$ cat config.mk
export PLATFORM = sky130hd
export DESIGN_NAME = adder_operand_pairer_flat
export DESIGN_NICKNAME = d
export VERILOG_FILES = /design/src/rtl/adder_operand_pairer_if.sv /design/src/rtl/adder_operand_pairer.sv /design/src/flat_wrapper.sv
export SDC_FILE = /design/constraint.sdc
export NUM_CORES = 1
export LEC_CHECK = 0
export ABC_AREA = 1
export CORE_MARGIN = 8
export CORE_UTILIZATION = 45
export DETAILED_ROUTE_END_ITERATION = 10
export PLACE_DENSITY = 0.68
export SYNTH_ARGS = -nofsm -noshare
export SYNTH_HDL_FRONTEND = slang
export SYNTH_HIERARCHICAL = 1
export SYNTH_SLANG_ARGS = --single-unit
$ cat constraint.sdc
create_clock -name clk -period 2.5 [get_ports clk]
set_clock_uncertainty 0.2 [all_clocks]
set_input_delay 0.375 -clock clk [delete_from_list [all_inputs] [get_ports clk]]
set_output_delay 0.375 -clock clk [all_outputs]
set_load 0.05 [all_outputs]
$ cat src/rtl/adder_operand_pairer_if.sv
// Purpose: operand A/B ready-valid channels plus paired output bus of the adder operand pairer.
// Latency: none (wiring only).
// Backpressure: o_a_ready/o_b_ready throttle the operand producers; the pair output has none.
// Ports: i_a_* / i_b_* operand channels, i_en issue enable, i_flush clear,
//        o_valid/o_data_bus registered pair, o_a_count/o_b_count occupancy.
interface adder_operand_pairer_if #(
  parameter int DATA_WIDTH = 16,
  parameter int FIFO_DEPTH = 4
);
  localparam int CNT_WIDTH = $clog2(FIFO_DEPTH + 1);

  logic                    i_a_valid;
  logic [DATA_WIDTH-1:0]   i_a_data;
  logic                    o_a_ready;
  logic                    i_b_valid;
  logic [DATA_WIDTH-1:0]   i_b_data;
  logic                    o_b_ready;
  logic                    i_en;
  logic                    i_flush;
  logic [1:0]              o_valid;
  logic [2*DATA_WIDTH-1:0] o_data_bus;
  logic [CNT_WIDTH-1:0]    o_a_count;
  logic [CNT_WIDTH-1:0]    o_b_count;

  // Pairer side.
  modport slave (
    input  i_a_valid, i_a_data, i_b_valid, i_b_data, i_en, i_flush,
    output o_a_ready, o_b_ready, o_valid, o_data_bus, o_a_count, o_b_count
  );

  // Producer / consumer side.
  modport master (
    output i_a_valid, i_a_data, i_b_valid, i_b_data, i_en, i_flush,
    input  o_a_ready, o_b_ready, o_valid, o_data_bus, o_a_count, o_b_count
  );
endinterface

$ cat src/rtl/adder_operand_pairer.sv
// Purpose: buffer operands A and B in independent FIFOs and issue them as one registered pair.
// Latency: 2 edges from push into empty FIFOs to o_valid=2'b11.
// Backpressure: each side's ready drops when its FIFO is full; the pair output is never stalled.
// Ports: clk, rst (sync, active-high), bus (adder_operand_pairer_if.slave).

// Generic single-clock FIFO: registered count, no pass-through when full.
// Latency: head visible the cycle after the push edge.
// Backpressure: push_rdy = not full; caller must only pop when count != 0.
module aop_fifo #(
  parameter  int W     = 16,
  parameter  int DEPTH = 4,
  localparam int CNT_W = $clog2(DEPTH + 1),
  localparam int PTR_W = $clog2(DEPTH)
) (
  input  logic             clk,
  input  logic             rst,
  input  logic             clr,
  input  logic             push_vld,
  input  logic [W-1:0]     push_dat,
  output logic             push_rdy,
  input  logic             pop,
  output logic [W-1:0]     head_dat,
  output logic [CNT_W-1:0] count
);
  localparam logic [CNT_W-1:0] FULL = CNT_W'(DEPTH);

  logic [W-1:0]     mem_q [DEPTH];
  logic [PTR_W-1:0] wr_ptr_q, wr_ptr_d;
  logic [PTR_W-1:0] rd_ptr_q, rd_ptr_d;
  logic [CNT_W-1:0] count_q, count_d;
  logic             push;
  logic             pop_ok;

  assign push_rdy = (count_q != FULL);
  // A flush drops the offered push even though ready was high.
  assign push     = push_vld & push_rdy & ~clr;
  assign pop_ok   = pop & ~clr;
  assign head_dat = mem_q[rd_ptr_q];
  assign count    = count_q;

  always_comb begin
    wr_ptr_d = wr_ptr_q;
    rd_ptr_d = rd_ptr_q;
    count_d  = count_q;
    if (clr) begin
      wr_ptr_d = '0;
      rd_ptr_d = '0;
      count_d  = '0;
    end else begin
      if (push)   wr_ptr_d = wr_ptr_q + PTR_W'(1);
      if (pop_ok) rd_ptr_d = rd_ptr_q + PTR_W'(1);
      case ({push, pop_ok})
        2'b10:   count_d = count_q + CNT_W'(1);
        2'b01:   count_d = count_q - CNT_W'(1);
        default: count_d = count_q;
      endcase
    end
  end

  always_ff @(posedge clk) begin
    if (rst) begin
      wr_ptr_q <= '0;
      rd_ptr_q <= '0;
      count_q  <= '0;
    end else begin
      wr_ptr_q <= wr_ptr_d;
      rd_ptr_q <= rd_ptr_d;
      count_q  <= count_d;
    end
  end

  // Storage needs no reset: the pointers and count define what is valid.
  always_ff @(posedge clk) begin
    if (push) mem_q[wr_ptr_q] <= push_dat;
  end
endmodule

module adder_operand_pairer #(
  parameter int DATA_WIDTH = 16,
  parameter int FIFO_DEPTH = 4
) (
  input  logic                    clk,
  input  logic                    rst,
  adder_operand_pairer_if.slave   bus
);
  localparam int CNT_WIDTH = $clog2(FIFO_DEPTH + 1);

  logic [DATA_WIDTH-1:0]   a_head, b_head;
  logic [CNT_WIDTH-1:0]    a_cnt, b_cnt;
  logic                    issue;
  logic [1:0]              valid_q, valid_d;
  logic [2*DATA_WIDTH-1:0] data_q, data_d;

  // Issue looks only at registered counts, so a same-cycle push never pairs.
  assign issue = bus.i_en & (a_cnt != '0) & (b_cnt != '0) & ~bus.i_flush;

  aop_fifo #(.W(DATA_WIDTH), .DEPTH(FIFO_DEPTH)) u_fifo_a (
    .clk      (clk),
    .rst      (rst),
    .clr      (bus.i_flush),
    .push_vld (bus.i_a_valid),
    .push_dat (bus.i_a_data),
    .push_rdy (bus.o_a_ready),
    .pop      (issue),
    .head_dat (a_head),
    .count    (a_cnt)
  );

  aop_fifo #(.W(DATA_WIDTH), .DEPTH(FIFO_DEPTH)) u_fifo_b (
    .clk      (clk),
    .rst      (rst),
    .clr      (bus.i_flush),
    .push_vld (bus.i_b_valid),
    .push_dat (bus.i_b_data),
    .push_rdy (bus.o_b_ready),
    .pop      (issue),
    .head_dat (b_head),
    .count    (b_cnt)
  );

  // Idle output is all-zero so the adder sees its dummy operands.
  always_comb begin
    valid_d = 2'b00;
    data_d  = '0;
    if (issue) begin
      valid_d = 2'b11;
      data_d  = {a_head, b_head};
    end
  end

  always_ff @(posedge clk) begin
    if (rst) begin
      valid_q <= 2'b00;
      data_q  <= '0;
    end else begin
      valid_q <= valid_d;
      data_q  <= data_d;
    end
  end

  assign bus.o_valid    = valid_q;
  assign bus.o_data_bus = data_q;
  assign bus.o_a_count  = a_cnt;
  assign bus.o_b_count  = b_cnt;
endmodule

$ cat src/flat_wrapper.sv
// flat-port wrapper written by rule: the top's interface ports become plain ports
module adder_operand_pairer_flat 
#(
  parameter int DATA_WIDTH = 16,
  parameter int FIFO_DEPTH = 4
)
  (clk, rst, bus_i_a_valid, bus_i_a_data, bus_i_b_valid, bus_i_b_data, bus_i_en, bus_i_flush, bus_o_a_ready, bus_o_b_ready, bus_o_valid, bus_o_data_bus, bus_o_a_count, bus_o_b_count);
  adder_operand_pairer_if #(.DATA_WIDTH(DATA_WIDTH), .FIFO_DEPTH(FIFO_DEPTH)) bus_i ();
  input  logic clk;
  input  logic rst;
  input wire logic [$bits(bus_i.i_a_valid)-1:0] bus_i_a_valid;
  input wire logic [$bits(bus_i.i_a_data)-1:0] bus_i_a_data;
  input wire logic [$bits(bus_i.i_b_valid)-1:0] bus_i_b_valid;
  input wire logic [$bits(bus_i.i_b_data)-1:0] bus_i_b_data;
  input wire logic [$bits(bus_i.i_en)-1:0] bus_i_en;
  input wire logic [$bits(bus_i.i_flush)-1:0] bus_i_flush;
  output wire logic [$bits(bus_i.o_a_ready)-1:0] bus_o_a_ready;
  output wire logic [$bits(bus_i.o_b_ready)-1:0] bus_o_b_ready;
  output wire logic [$bits(bus_i.o_valid)-1:0] bus_o_valid;
  output wire logic [$bits(bus_i.o_data_bus)-1:0] bus_o_data_bus;
  output wire logic [$bits(bus_i.o_a_count)-1:0] bus_o_a_count;
  output wire logic [$bits(bus_i.o_b_count)-1:0] bus_o_b_count;
  assign bus_i.i_a_valid = bus_i_a_valid;
  assign bus_i.i_a_data = bus_i_a_data;
  assign bus_i.i_b_valid = bus_i_b_valid;
  assign bus_i.i_b_data = bus_i_b_data;
  assign bus_i.i_en = bus_i_en;
  assign bus_i.i_flush = bus_i_flush;
  assign bus_o_a_ready = bus_i.o_a_ready;
  assign bus_o_b_ready = bus_i.o_b_ready;
  assign bus_o_valid = bus_i.o_valid;
  assign bus_o_data_bus = bus_i.o_data_bus;
  assign bus_o_a_count = bus_i.o_a_count;
  assign bus_o_b_count = bus_i.o_b_count;
  adder_operand_pairer #(.DATA_WIDTH(DATA_WIDTH), .FIFO_DEPTH(FIFO_DEPTH)) u_core (.clk(clk), .rst(rst), .bus(bus_i));
endmodule
==> results of run 1 <==
synthesized netlist by cell type, types with 5 or more instances:
library cell	count
edfxtp_1	128
nor2_1	101
inv_1	66
o21ai_1	58
dfxtp_1	51
nor2_2	33
o22ai_1	32
nand2_1	28
buf_2	12
ha_1	10
o21ai_0	8
a21oi_1	6
inv_2	6
buf_4	5
nand3_1	5
repair_timing:
| action | in CTS | in global routing |
|---|---|---|
| hold buffers | 0 | 0 |
| setup endpoints to repair | 0 | 2 |
| resized for setup | 0 | 2 |
| endpoints found under the hold margin | 0 | 0 |
| setup buffers | 0 | 0 |
final cells by class:
| type | count | area, um^2 | area share [%] |
|---|---|---|---|
| multi-input combinational | 291 | 1540 | 17.9 |
| clock buffer | 18 | 429 | 4.98 |
| inverter | 72 | 270 | 3.14 |
| tap | 188 | 235 | 2.73 |
| sequential | 179 | 4870 | 56.6 |
| clock inverter | 14 | 170 | 1.98 |
| timing repair buffer | 105 | 1090 | 12.7 |
cells by family after synthesis:
family | after synthesis | share of synthesized area, %
compound gates | 106 | 8.48
xor+xnor | 2 | 0.258
fa+ha+maj | 12 | 2.43
buf+inv | 92 | 5.92
flops | 179 | 71.7
simple gates | 171 | 11.2
stage by stage:
step	util, %	instances
4_1_cts	57.5	867
3_5_place_dp	53.5	835
3_3_place_gp	53.5	835
6_report	57.5	867
2_1_floorplan	-	562
5_1_grt	57.5	867
how the worst max path moves through the flow:
stage                              from                  endpoint  slack, ns  depth (start not counted)
2_1_floorplan  u_core/u_fifo_a/count[2]  u_core/u_fifo_a/count[1]       0.11                          6
3_3_place_gp                bus_i_flush  u_core/u_fifo_a/count[2]       0.05                         11
3_5_place_dp                bus_i_flush  u_core/u_fifo_b/count[2]      -0.03                         11
4_1_cts        u_core/u_fifo_a/count[0]             bus_o_a_ready       0.04                          3
5_1_grt        u_core/u_fifo_a/count[2]          bus_o_a_count[2]       0.15                          1
6_report       u_core/u_fifo_b/count[2]          bus_o_b_count[2]       0.25                          1
routing by layer:
| layer | vias to the layer above | wire [um] | GRT usage [%] | part of all wire (%) |
|---|---|---|---|---|
| li1 | 2111 | - | - | - |
| met1 | 2062 | 5640 | 16.4 | 42 |
| met2 | 107 | 6940 | 24.9 | 51 |
| met3 | 13 | 758 | 5.09 | 5.6 |
| met4 | 0 | 153 | 5.89 | 1.1 |
| met5 | - | 0 | 0 | 0 |
sequential cells by signal (all words and copies together), names as in the netlist, named ones only:
signal and count:
u_core/bus.o_valid 1, u_core/u_fifo_a/rd_ptr_q 2, u_core/bus.o_data_bus 32, u_core/u_fifo_b/count 3, u_core/u_fifo_a/wr_ptr_q 2, u_core/u_fifo_b/rd_ptr_q 2, u_core/u_fifo_a/count 3, u_core/u_fifo_a/mem_q 64
u_core/u_fifo_b/mem_q 64, u_core/u_fifo_b/wr_ptr_q 2
worst reg2reg max path, cell delays in order (launching register included):
cell and delay [ns]:
dfxtp_2 0.36, nor2_1 0.12, nand2_1 0.11, nand3_1 0.10, inv_1 0.05, nand2_1 0.08
inv_1 0.06, ha_1 0.21, fa_1 0.40, nand2_1 0.10, nand2_1 0.05, nor2_1 0.08
nor2_1 0.04, nor2_1 0.10
cells in the final DEF (no fill, tap or decap), drive strengths merged:
cell type / instances
o21ai: 66
o22ai: 32
bufinv: 2
nor2: 135
nand3: 5
fa: 2
clkdlybuf4s50: 77
nand4: 3
clkinvlp: 2
clkbuf: 18
inv: 79
ha: 10
nand2: 28
dlymetal6s2s: 2
dfxtp: 51
a21oi: 6
edfxtp: 128
buf: 26
xor2: 2
o21bai: 2
clkinv: 3
power by group:
part	leakage (nW)	internal, mW	total [mW]	switching (mW)
logic	1.32	0.102	0.216	0.114
clock network	0.288	1.51	2.67	1.16
registers	1.58	3.21	3.23	0.0129
==> out/qor.log, run 1 <==
qor: yosys.synth-edff-count 128
qor: place.place.port_buffers 79
qor: yosys.synth_cell_area 6790 um^2
qor: drt.drt-vias-per-instance 4.95
qor: die.placeableCoreArea 15000 um^2
qor: clocking.clockRootBuffer clkbuf_16
qor: global_routing.grt_pass1_vias 4415
qor: worst_setup_path.required 1.92 ns
qor: yosys.post_synth_inst_count 562
qor: yosys.synth_seq_area_share 71.7%
qor: timing.tightestPinTransition 0.574 ns
qor: power.total_leakage_power 3.19 nW
qor: place.post-place-ws -0.0283 ns
qor: clocking.htreeDepth 4
qor: yosys.yosysTopAreaCell edfxtp_1
qor: clocking.clk_latency 0.43 ns
qor: timing.timing.final.hold_violations 0
qor: min_path.hold_path_class flip-flop to flip-flop
qor: yosys.synth_flop_cell edfxtp_1
qor: timing.final_cycle_utilization_of_the_critical_path 90.1%
qor: worst_setup_path.slowest_delay 0.84 ns
qor: worst_setup_path.critical_path_class flip-flop to primary output
qor: drt.wire_per_inst 15.6 um
qor: clocking.clk_pin_slew 0.07 ns
qor: clocking.cts_tree yes
qor: yosys.syn_area_per_cell 12.1 um^2
qor: cells_and_area.n_fill_cell 1188
qor: timing.timing.hold.ws 0.304 ns
qor: cells_and_area.post-route-cell-area 8610 um^2
qor: global_routing.gr-usage-all-layers 14.6%
qor: clocking.cts.sink_count 179
qor: flow_run.cap_viol_max_count 0
qor: worst_setup_path.r2r-start u_core/u_fifo_b/count[1]
qor: cells_and_area.diodes 0
qor: power.totalPowerFinal 6.11 mW
qor: worst_setup_path.cp_data_arrival_time 1.68 ns
qor: worst_setup_path.critical_path.startpoint_type flip-flop
qor: yosys.synth.top_cell.area_share 56.6%
qor: timing.setup-violations-final 0
qor: cells_and_area.fin_nets 716
qor: place.postPlaceCellArea 8010 um^2
qor: yosys.synth_warnings 6
qor: drt.drt_wl_total 13.5 mm
qor: clocking.numCtsBuffers 17
qor: die.fp.dieArea 19300 um^2
qor: yosys.ys_async_sr_fraction 0%
qor: timing.rsz0062_at_grt no
qor: worst_setup_path.cpMaxStageDelayCell clkdlybuf4s50_1
qor: timing.final_min_period 2.25 ns
qor: global_routing.grt_overflow_total 0
qor: min_path.hold_path_cells 2
qor: worst_setup_path.timing.critical_path.to_type primary output
qor: timing.timing.fmax 0.444 GHz
qor: drt.firstDrtPassIters 4
qor: worst_setup_path.timing.critical_path.fanout_max 5
qor: timing.slew_headroom 61.6%
qor: worst_setup_path.critical_path.top_delay_family buffers and inverters
qor: min_path.worstHoldEndpoint u_core/u_fifo_a/count[1]
qor: power.power_density 710 nW/um^2
qor: place.gp_congestion 0.729
qor: die.chipWidth 139 um
qor: clocking.clk_path_buf_depth 2
qor: die.initial_utilization 45.3%
qor: worst_setup_path.timing.reg2reg.setup_slack 0.37 ns
qor: drt.vias 4293
qor: global_routing.grt_start_max_net_pins 33
qor: worst_setup_path.timing.critical_path.buf_inv 1
qor: timing.final-max-slew-violation-count 0
qor: yosys.synth.area.top_cells edfxtp_1, dfxtp_1, nor2_1
qor: drt.drtAntennaViolNets 0
qor: outcome.outcome completed
qor: drt.drt_iter0_drc 261
qor: cells_and_area.drive_above_1_share 16.5%
qor: yosys.ys_seq_elements 179
qor: drt.remaining_drc_errors 0
qor: worst_setup_path.crit_chain clkdlybuf4s50_1
qor: die.fp-row-count 45
qor: yosys.synth_fp_nets 612
qor: yosys.yosysUniqueCellTypes 22
qor: die.chipHeight 139 um
qor: min_path.holdCritStartpoint u_core/u_fifo_a/count[1]
qor: cells_and_area.syn2layout_area_growth 26.9%
qor: global_routing.grt_first_pass_wirelength 21.9 mm
qor: power.ir_worst_vdd 0.521 mV
qor: worst_setup_path.worstRegToRegCells 13
qor: timing.worst_slack 0.246 ns
qor: die.i_o_pin_total 80
qor: worst_setup_path.worst_r2r_endpoint u_core/u_fifo_a/count[2]
qor: timing.setup_tns 0 ns
qor: place.detailed_placement_hpwl 8.57 mm
qor: global_routing.grt_antenna_before_repair 0
Note: power is estimated with default switching activity, not from simulation.
==> run 2, diff against run 1 <==
- TNS_END_PERCENT: not set -> 20
==> out/qor.log, run 2 (synthesis results as in run 1) <==
qor: global_routing.grt_first_pass_wirelength 21.8 mm [was 21.9 mm]
qor: worst_setup_path.crit_chain nor2_1, nand2_2, clkdlybuf4s50_1 [was clkdlybuf4s50_1]
qor: timing.final_cycle_utilization_of_the_critical_path 95.3% [was 90.1%]
qor: cells_and_area.n_fill_cell 1223 [was 1188]
qor: global_routing.grt_start_max_net_pins 33 [unchanged]
qor: worst_setup_path.slowest_delay 0.83 ns [was 0.84 ns]
qor: drt.drtAntennaViolNets 0 [unchanged]
qor: drt.drt-vias-per-instance 4.96 [was 4.95]
qor: cells_and_area.most-common-layout-cells edfxtp_1, nor2_1, clkdlybuf4s50_1 [unchanged]
qor: cells_and_area.finish.utilization 57.3% [was 57.5%]
qor: cells_and_area.drive_above_1_share 16.0% [was 16.5%]
qor: worst_setup_path.cp_data_arrival_time 1.81 ns [was 1.68 ns]
qor: die.placeableCoreArea 15000 um^2 [unchanged]
qor: clocking.numCtsBuffers 17 [unchanged]
qor: cells_and_area.syn2layout_area_growth 26.4% [was 26.9%]
qor: worst_setup_path.cpMaxStageDelayCell clkdlybuf4s50_1 [unchanged]
qor: drt.drt_wl_total 13.2 mm [was 13.5 mm]
qor: die.chipWidth 139 um [unchanged]
qor: worst_setup_path.timing.reg2reg.setup_slack 0.34 ns [was 0.37 ns]
qor: power.power.combinational.fraction 3.5% [about the same]
qor: die.initial_utilization 45.3% [unchanged]
qor: place.gp_congestion 0.735 [was 0.729]
qor: timing.tightestPinTransition 0.585 ns [was 0.574 ns]
qor: timing.setup-violations-final 0 [unchanged]
qor: clocking.clockRootBuffer clkbuf_16 [unchanged]
qor: clocking.cts_tree yes [unchanged]
qor: timing.worst_slack 0.117 ns [was 0.246 ns]
qor: worst_setup_path.worstRegToRegCells 13 [unchanged]
qor: die.fp-row-count 45 [unchanged]
qor: worst_setup_path.r2r-start u_core/u_fifo_b/count[0] [was u_core/u_fifo_b/count[1]]
qor: timing.final_min_period 2.38 ns [was 2.25 ns]
qor: worst_setup_path.critical_path.startpoint_type flip-flop [unchanged]
qor: worst_setup_path.critical_path_class flip-flop to primary output [unchanged]
qor: drt.firstDrtPassIters 4 [unchanged]
qor: timing.slew_headroom 60.9% [was 61.6%]
qor: clocking.clk_pin_slew 0.07 ns [about the same]
qor: clocking.htreeDepth 4 [unchanged]
qor: power.power.switching 1.22 mW [was 1.29 mW]
qor: power.sequentialPowerShare 53.6% [was 52.8%]
qor: worst_setup_path.timing.critical_path.fanout_max 6 [was 5]
qor: outcome.outcome completed [unchanged]
qor: worst_setup_path.critical_path.startpoint u_core/u_fifo_a/count[1] [was u_core/u_fifo_b/count[2]]
qor: power.total_leakage_power 3.16 nW [was 3.19 nW]
qor: min_path.holdCritStartpoint u_core/u_fifo_a/count[1] [unchanged]
qor: global_routing.grt_overflow_total 0 [unchanged]
qor: power.pwr-share-clk 42.8% [was 43.7%]
qor: clocking.clk_path_buf_depth 2 [unchanged]
qor: clocking.cts.sink_count 179 [unchanged]
qor: worst_setup_path.timing.critical_path.to_type primary output [unchanged]
qor: flow_run.cap_viol_max_count 0 [unchanged]
qor: worst_setup_path.end_point_of_the_critical_path bus_o_a_ready [was bus_o_b_count[2]]
qor: cells_and_area.diodes 0 [unchanged]
qor: die.chipHeight 139 um [unchanged]
qor: global_routing.grt_pass1_vias 4388 [was 4415]
qor: timing.timing.final.hold_violations 0 [unchanged]
qor: global_routing.gr-usage-all-layers 14.4% [was 14.6%]
qor: die.i_o_pin_total 80 [unchanged]
qor: power.power_density 702 nW/um^2 [was 710 nW/um^2]
qor: cells_and_area.layout.cells.most_common edfxtp_1 [unchanged]
qor: drt.drt_iter0_drc 235 [was 261]
qor: clocking.hold_buffers 0 [unchanged]
qor: worst_setup_path.worst_r2r_endpoint u_core/u_fifo_a/count[2] [unchanged]
qor: timing.final-max-slew-violation-count 0 [unchanged]
qor: timing.setup_tns 0 ns [unchanged]
qor: clocking.clk_latency 0.42 ns [was 0.43 ns]
qor: power.ir_worst_vdd 0.471 mV [was 0.521 mV]
qor: global_routing.grt_antenna_before_repair 0 [unchanged]
qor: drt.wire_per_inst 15.3 um [was 15.6 um]
qor: power.p_int 4.80 mW [was 4.82 mW]
qor: power.sw_frac_of_total 20.2% [was 21.1%]
qor: timing.timing.fmax 0.420 GHz [was 0.444 GHz]
qor: timing.rsz0062_at_grt no [unchanged]
qor: drt.vias 4294 [was 4293]
qor: cells_and_area.fin_nets 715 [was 716]
qor: place.place.port_buffers 79 [unchanged]
qor: min_path.hold_path_class flip-flop to flip-flop [unchanged]
qor: worst_setup_path.required 1.92 ns [about the same]
qor: place.detailed_placement_hpwl 8.49 mm [was 8.57 mm]
qor: drt.remaining_drc_errors 0 [unchanged]
qor: place.post-place-ws -0.0422 ns [was -0.0283 ns]
qor: die.fp.dieArea 19300 um^2 [unchanged]
## run 2: per-layer routing
layer,track usage [%],vias to the layer above,share of wire [%]
li1,-,2111,-
met1,15.8,2063,42
met2,25.7,106,52
met3,4.27,14,4.6
met4,5.60,0,1.3
met5,0,-,0
## run 2: repair_timing
item,CTS,global route
gates resized for setup,0,1
setup endpoints to repair,0,1
buffers inserted,0,0
## run 2: worst min path at each step
| stage | endpoint | slack [ns] | cells past startpoint |
|---|---|---|---|
| final | u_core/u_fifo_a/count[1] | 0.31 | 2 |
| after global routing | u_core/u_fifo_b/count[1] | 0.33 | 2 |
| after CTS | u_core/u_fifo_b/count[1] | 0.31 | 2 |
| after detailed placement | u_core/u_fifo_b/count[1] | 0.30 | 2 |
| after global placement | u_core/u_fifo_b/count[1] | 0.28 | 2 |
| after floorplan | u_core/u_fifo_a/mem_q[0][0] | 0.27 | 0 |
## run 2: power groups by stage
stage | sequential, mW | clock, mW | combinational, mW
floorplan | 3.30 | 0 | 0.0806
finish | 3.23 | 2.58 | 0.211
CTS | 3.23 | 2.64 | 0.214
detailed placement | 3.29 | 0 | 0.213
global placement | 3.29 | 0 | 0.206
global route | 3.23 | 2.74 | 0.234
## run 2: metrics by stage
stage | instances | hold WS [ns] | power, mW | cell area [um^2]
6_report | 865 | 0.313 | 6.02 | 8580
5_1_grt | 865 | 0.333 | 6.20 | 8580
4_1_cts | 865 | 0.311 | 6.08 | 8570
3_5_place_dp | 834 | 0.301 | 3.50 | 8000
3_3_place_gp | 834 | 0.278 | 3.50 | 8000
2_1_floorplan | 562 | 0.274 | 3.38 | 6810
## run 2: cell type report
cell class	count	area [um^2]	area share, %
Clock buffer	18	429	5.00
Inverter	72	270	3.15
Tap cell	188	235	2.74
Clock inverter	13	148	1.72
Sequential cell	179	4870	56.8
Multi-Input combinational cell	291	1540	18.0
Timing Repair Buffer	104	1080	12.6
## run 2: worst max-delay path, delay by kind of cell (launching register included)
kind | cells | cell delay, ns
flops | 1 | 0.38
buf+inv | 1 | 0.83
simple gates | 2 | 0.18
==> run 3, diff against run 2 <==
--- a/config.mk
+++ b/config.mk
@@ -8,2 +8,3 @@
 export ABC_AREA = 1
+export CORE_ASPECT_RATIO = 0.7
 export CORE_MARGIN = 8
@@ -11,2 +12,3 @@
 export DETAILED_ROUTE_END_ITERATION = 10
+export HOLD_SLACK_MARGIN = 0.06
 export PLACE_DENSITY = 0.68
==> constraint.sdc (replaced) <==
create_clock -name clk -period 2.5 [get_ports clk]
set_clock_uncertainty 0.2 [all_clocks]
set_input_delay 0.5 -clock clk [delete_from_list [all_inputs] [get_ports clk]]
set_output_delay 0.5 -clock clk [all_outputs]
set_load 0.05 [all_outputs]
==> out/qor.log, run 3 (synthesis results as in run 1) <==
qor: clocking.cts_tree yes [unchanged]
qor: place.postPlaceCellArea 8060 um^2 [was 8000 um^2]
qor: clocking.hold_buffers 0 [unchanged]
qor: clocking.clk_pin_slew 0.06 ns [was 0.07 ns]
qor: die.chipWidth 163 um [was 139 um]
qor: drt.wire_per_inst 15.6 um [was 15.3 um]
qor: global_routing.gr-usage-all-layers 14.7% [was 14.4%]
qor: global_routing.grt_first_pass_wirelength 22.2 mm [was 21.8 mm]
qor: clocking.clk_path_buf_depth 2 [unchanged]
qor: cells_and_area.layout.cells.most_common edfxtp_1 [unchanged]
qor: clocking.cts.sink_count 179 [unchanged]
qor: global_routing.grt_antenna_before_repair 1 [was 0]
qor: power.power.switching 1.20 mW [was 1.22 mW]
qor: worst_setup_path.crit_chain clkdlybuf4s50_1 [was nor2_1, nand2_2, clkdlybuf4s50_1]
qor: outcome.outcome completed [unchanged]
qor: power.power.combinational.fraction 3.5% [about the same]
qor: cells_and_area.syn2layout_area_growth 27.9% [was 26.4%]
qor: drt.firstDrtPassIters 4 [unchanged]
qor: die.fp-row-count 37 [was 45]
qor: timing.setup_tns 0 ns [unchanged]
qor: power.power_density 712 nW/um^2 [was 702 nW/um^2]
qor: timing.final_min_period 2.44 ns [was 2.38 ns]
qor: worst_setup_path.r2r-start u_core/u_fifo_b/count[0] [unchanged]
qor: worst_setup_path.slowest_delay 0.86 ns [was 0.83 ns]
qor: die.i_o_pin_total 80 [unchanged]
qor: timing.tightestPinTransition 0.579 ns [was 0.585 ns]
qor: power.p_int 4.98 mW [was 4.80 mW]
qor: place.place.port_buffers 79 [unchanged]
qor: worst_setup_path.critical_path_class flip-flop to primary output [unchanged]
qor: worst_setup_path.timing.critical_path.buf_inv 1 [unchanged]
qor: power.sequentialPowerShare 52.2% [was 53.6%]
qor: flow_run.cap_viol_max_count 0 [unchanged]
qor: cells_and_area.final-instance-count-excl-fill 877 [was 865]
qor: cells_and_area.multiInputGateArea 1540 um^2 [unchanged]
qor: timing.slew_headroom 61.3% [was 60.9%]
qor: drt.drt-vias-per-instance 4.89 [was 4.96]
qor: clocking.clockRootBuffer clkbuf_16 [unchanged]
qor: drt.drtAntennaViolNets 0 [unchanged]
qor: place.post-place-ws -0.208 ns [was -0.0422 ns]
qor: place.placed_cells_incl_taps 845 [was 834]
qor: clocking.numCtsBuffers 17 [unchanged]
qor: cells_and_area.sequential_cell_area 4870 um^2 [unchanged]
qor: timing.timing.final.hold_violations 0 [unchanged]
qor: die.chipHeight 119 um [was 139 um]
qor: worst_setup_path.required 1.80 ns [was 1.92 ns]
qor: drt.vias 4285 [was 4294]
qor: die.initial_utilization 46.1% [was 45.3%]
qor: global_routing.grt_pass1_vias 4342 [was 4388]
qor: global_routing.grt_start_max_net_pins 33 [unchanged]
qor: worst_setup_path.timing.critical_path.fanout_max 5 [was 6]
qor: place.gp_congestion 0.797 [was 0.735]
qor: power.total_leakage_power 3.22 nW [was 3.16 nW]
qor: worst_setup_path.timing.critical_path.to_type primary output [unchanged]
qor: power.pwr-share-clk 44.3% [was 42.8%]
qor: timing.final-max-slew-violation-count 0 [unchanged]
qor: clocking.postCtsSetupBuffers 0 [unchanged]
qor: cells_and_area.diodes 0 [unchanged]
qor: worst_setup_path.cpMaxStageDelayCell clkdlybuf4s50_1 [unchanged]
qor: worst_setup_path.cp_data_arrival_time 1.74 ns [was 1.81 ns]
qor: timing.rsz0062_at_grt no [unchanged]
qor: clocking.cts_repair_resize_count 1 [was 0]
qor: timing.setup-violations-final 0 [unchanged]
qor: global_routing.grt_overflow_total 0 [unchanged]
qor: timing.final_cycle_utilization_of_the_critical_path 97.5% [was 95.3%]
qor: power.ir_worst_vdd 0.521 mV [was 0.471 mV]
qor: die.placeableCoreArea 14700 um^2 [was 15000 um^2]
qor: cells_and_area.fin_nets 719 [was 715]
qor: place.detailed_placement_hpwl 8.76 mm [was 8.49 mm]
qor: worst_setup_path.critical_path.top_delay_family buffers and inverters [unchanged]
qor: cells_and_area.drive_above_1_share 16.9% [was 16.0%]
qor: worst_setup_path.critical_path.startpoint_type flip-flop [unchanged]
qor: drt.drt_wl_total 13.7 mm [was 13.2 mm]
qor: cells_and_area.post-route-cell-area 8680 um^2 [was 8580 um^2]
qor: min_path.hold_path_class flip-flop to flip-flop [unchanged]
qor: clocking.htreeDepth 4 [unchanged]
qor: cells_and_area.most-common-layout-cells edfxtp_1, nor2_1, clkdlybuf4s50_1 [unchanged]
qor: min_path.holdCritStartpoint u_core/u_fifo_b/count[1] [was u_core/u_fifo_a/count[1]]
qor: drt.remaining_drc_errors 0 [unchanged]
qor: cells_and_area.n_fill_cell 1187 [was 1223]
qor: clocking.clk_latency 0.43 ns [was 0.42 ns]
qor: power.sw_frac_of_total 19.5% [was 20.2%]
qor: timing.timing.fmax 0.410 GHz [was 0.420 GHz]
qor: drt.drt_iter0_drc 254 [was 235]
qor: worst_setup_path.critical_path.startpoint u_core/u_fifo_a/count[2] [was u_core/u_fifo_a/count[1]]
qor: die.fp.dieArea 19300 um^2 [about the same]
qor: timing.worst_slack 0.0634 ns [was 0.117 ns]
-- run 3: final cells by class --
type / count / area share, %
clock buffers: 21 / 5.42
clock inverters: 11 / 1.72
inverters: 72 / 3.12
multi-input cells: 291 / 17.8
flip-flops and latches: 179 / 56.1
well taps: 195 / 2.81
repair buffers: 108 / 13.0
-- run 3: path summary, 6_finish.rpt --
path	cells past startpoint	slack, ns	endpoint
setup reg to reg	13	0.31	u_core/u_fifo_a/count[2]
hold reg to reg	2	0.30	u_core/u_fifo_b/count[1]
hold / removal	2	0.30	u_core/u_fifo_b/count[1]
setup / recovery	1	0.06	bus_o_a_count[2]
-- run 3: stage by stage --
stage	hold slack, ns	utilization (%)	power (mW)
final	0.303	58.9	6.18
after global routing	0.327	58.9	6.37
after CTS	0.300	58.9	6.24
after detailed placement	0.292	54.7	3.51
after global placement	0.283	54.7	3.50
after floorplan	0.279	-	3.38
-- run 3: layer usage --
layer	global-route usage (%)	wire length (um)
met1	18.0	6280
met2	23.9	6560
met5	0	9
met4	5.03	159
met3	5.10	711
-- run 3: power groups by stage --
stage	clock [mW]	combinational, mW	sequential (mW)
floorplan	0	0.0806	3.30
global placement	0	0.209	3.29
CTS	2.79	0.218	3.23
finish	2.74	0.215	3.23
detailed placement	0	0.216	3.29
global route	2.90	0.237	3.23
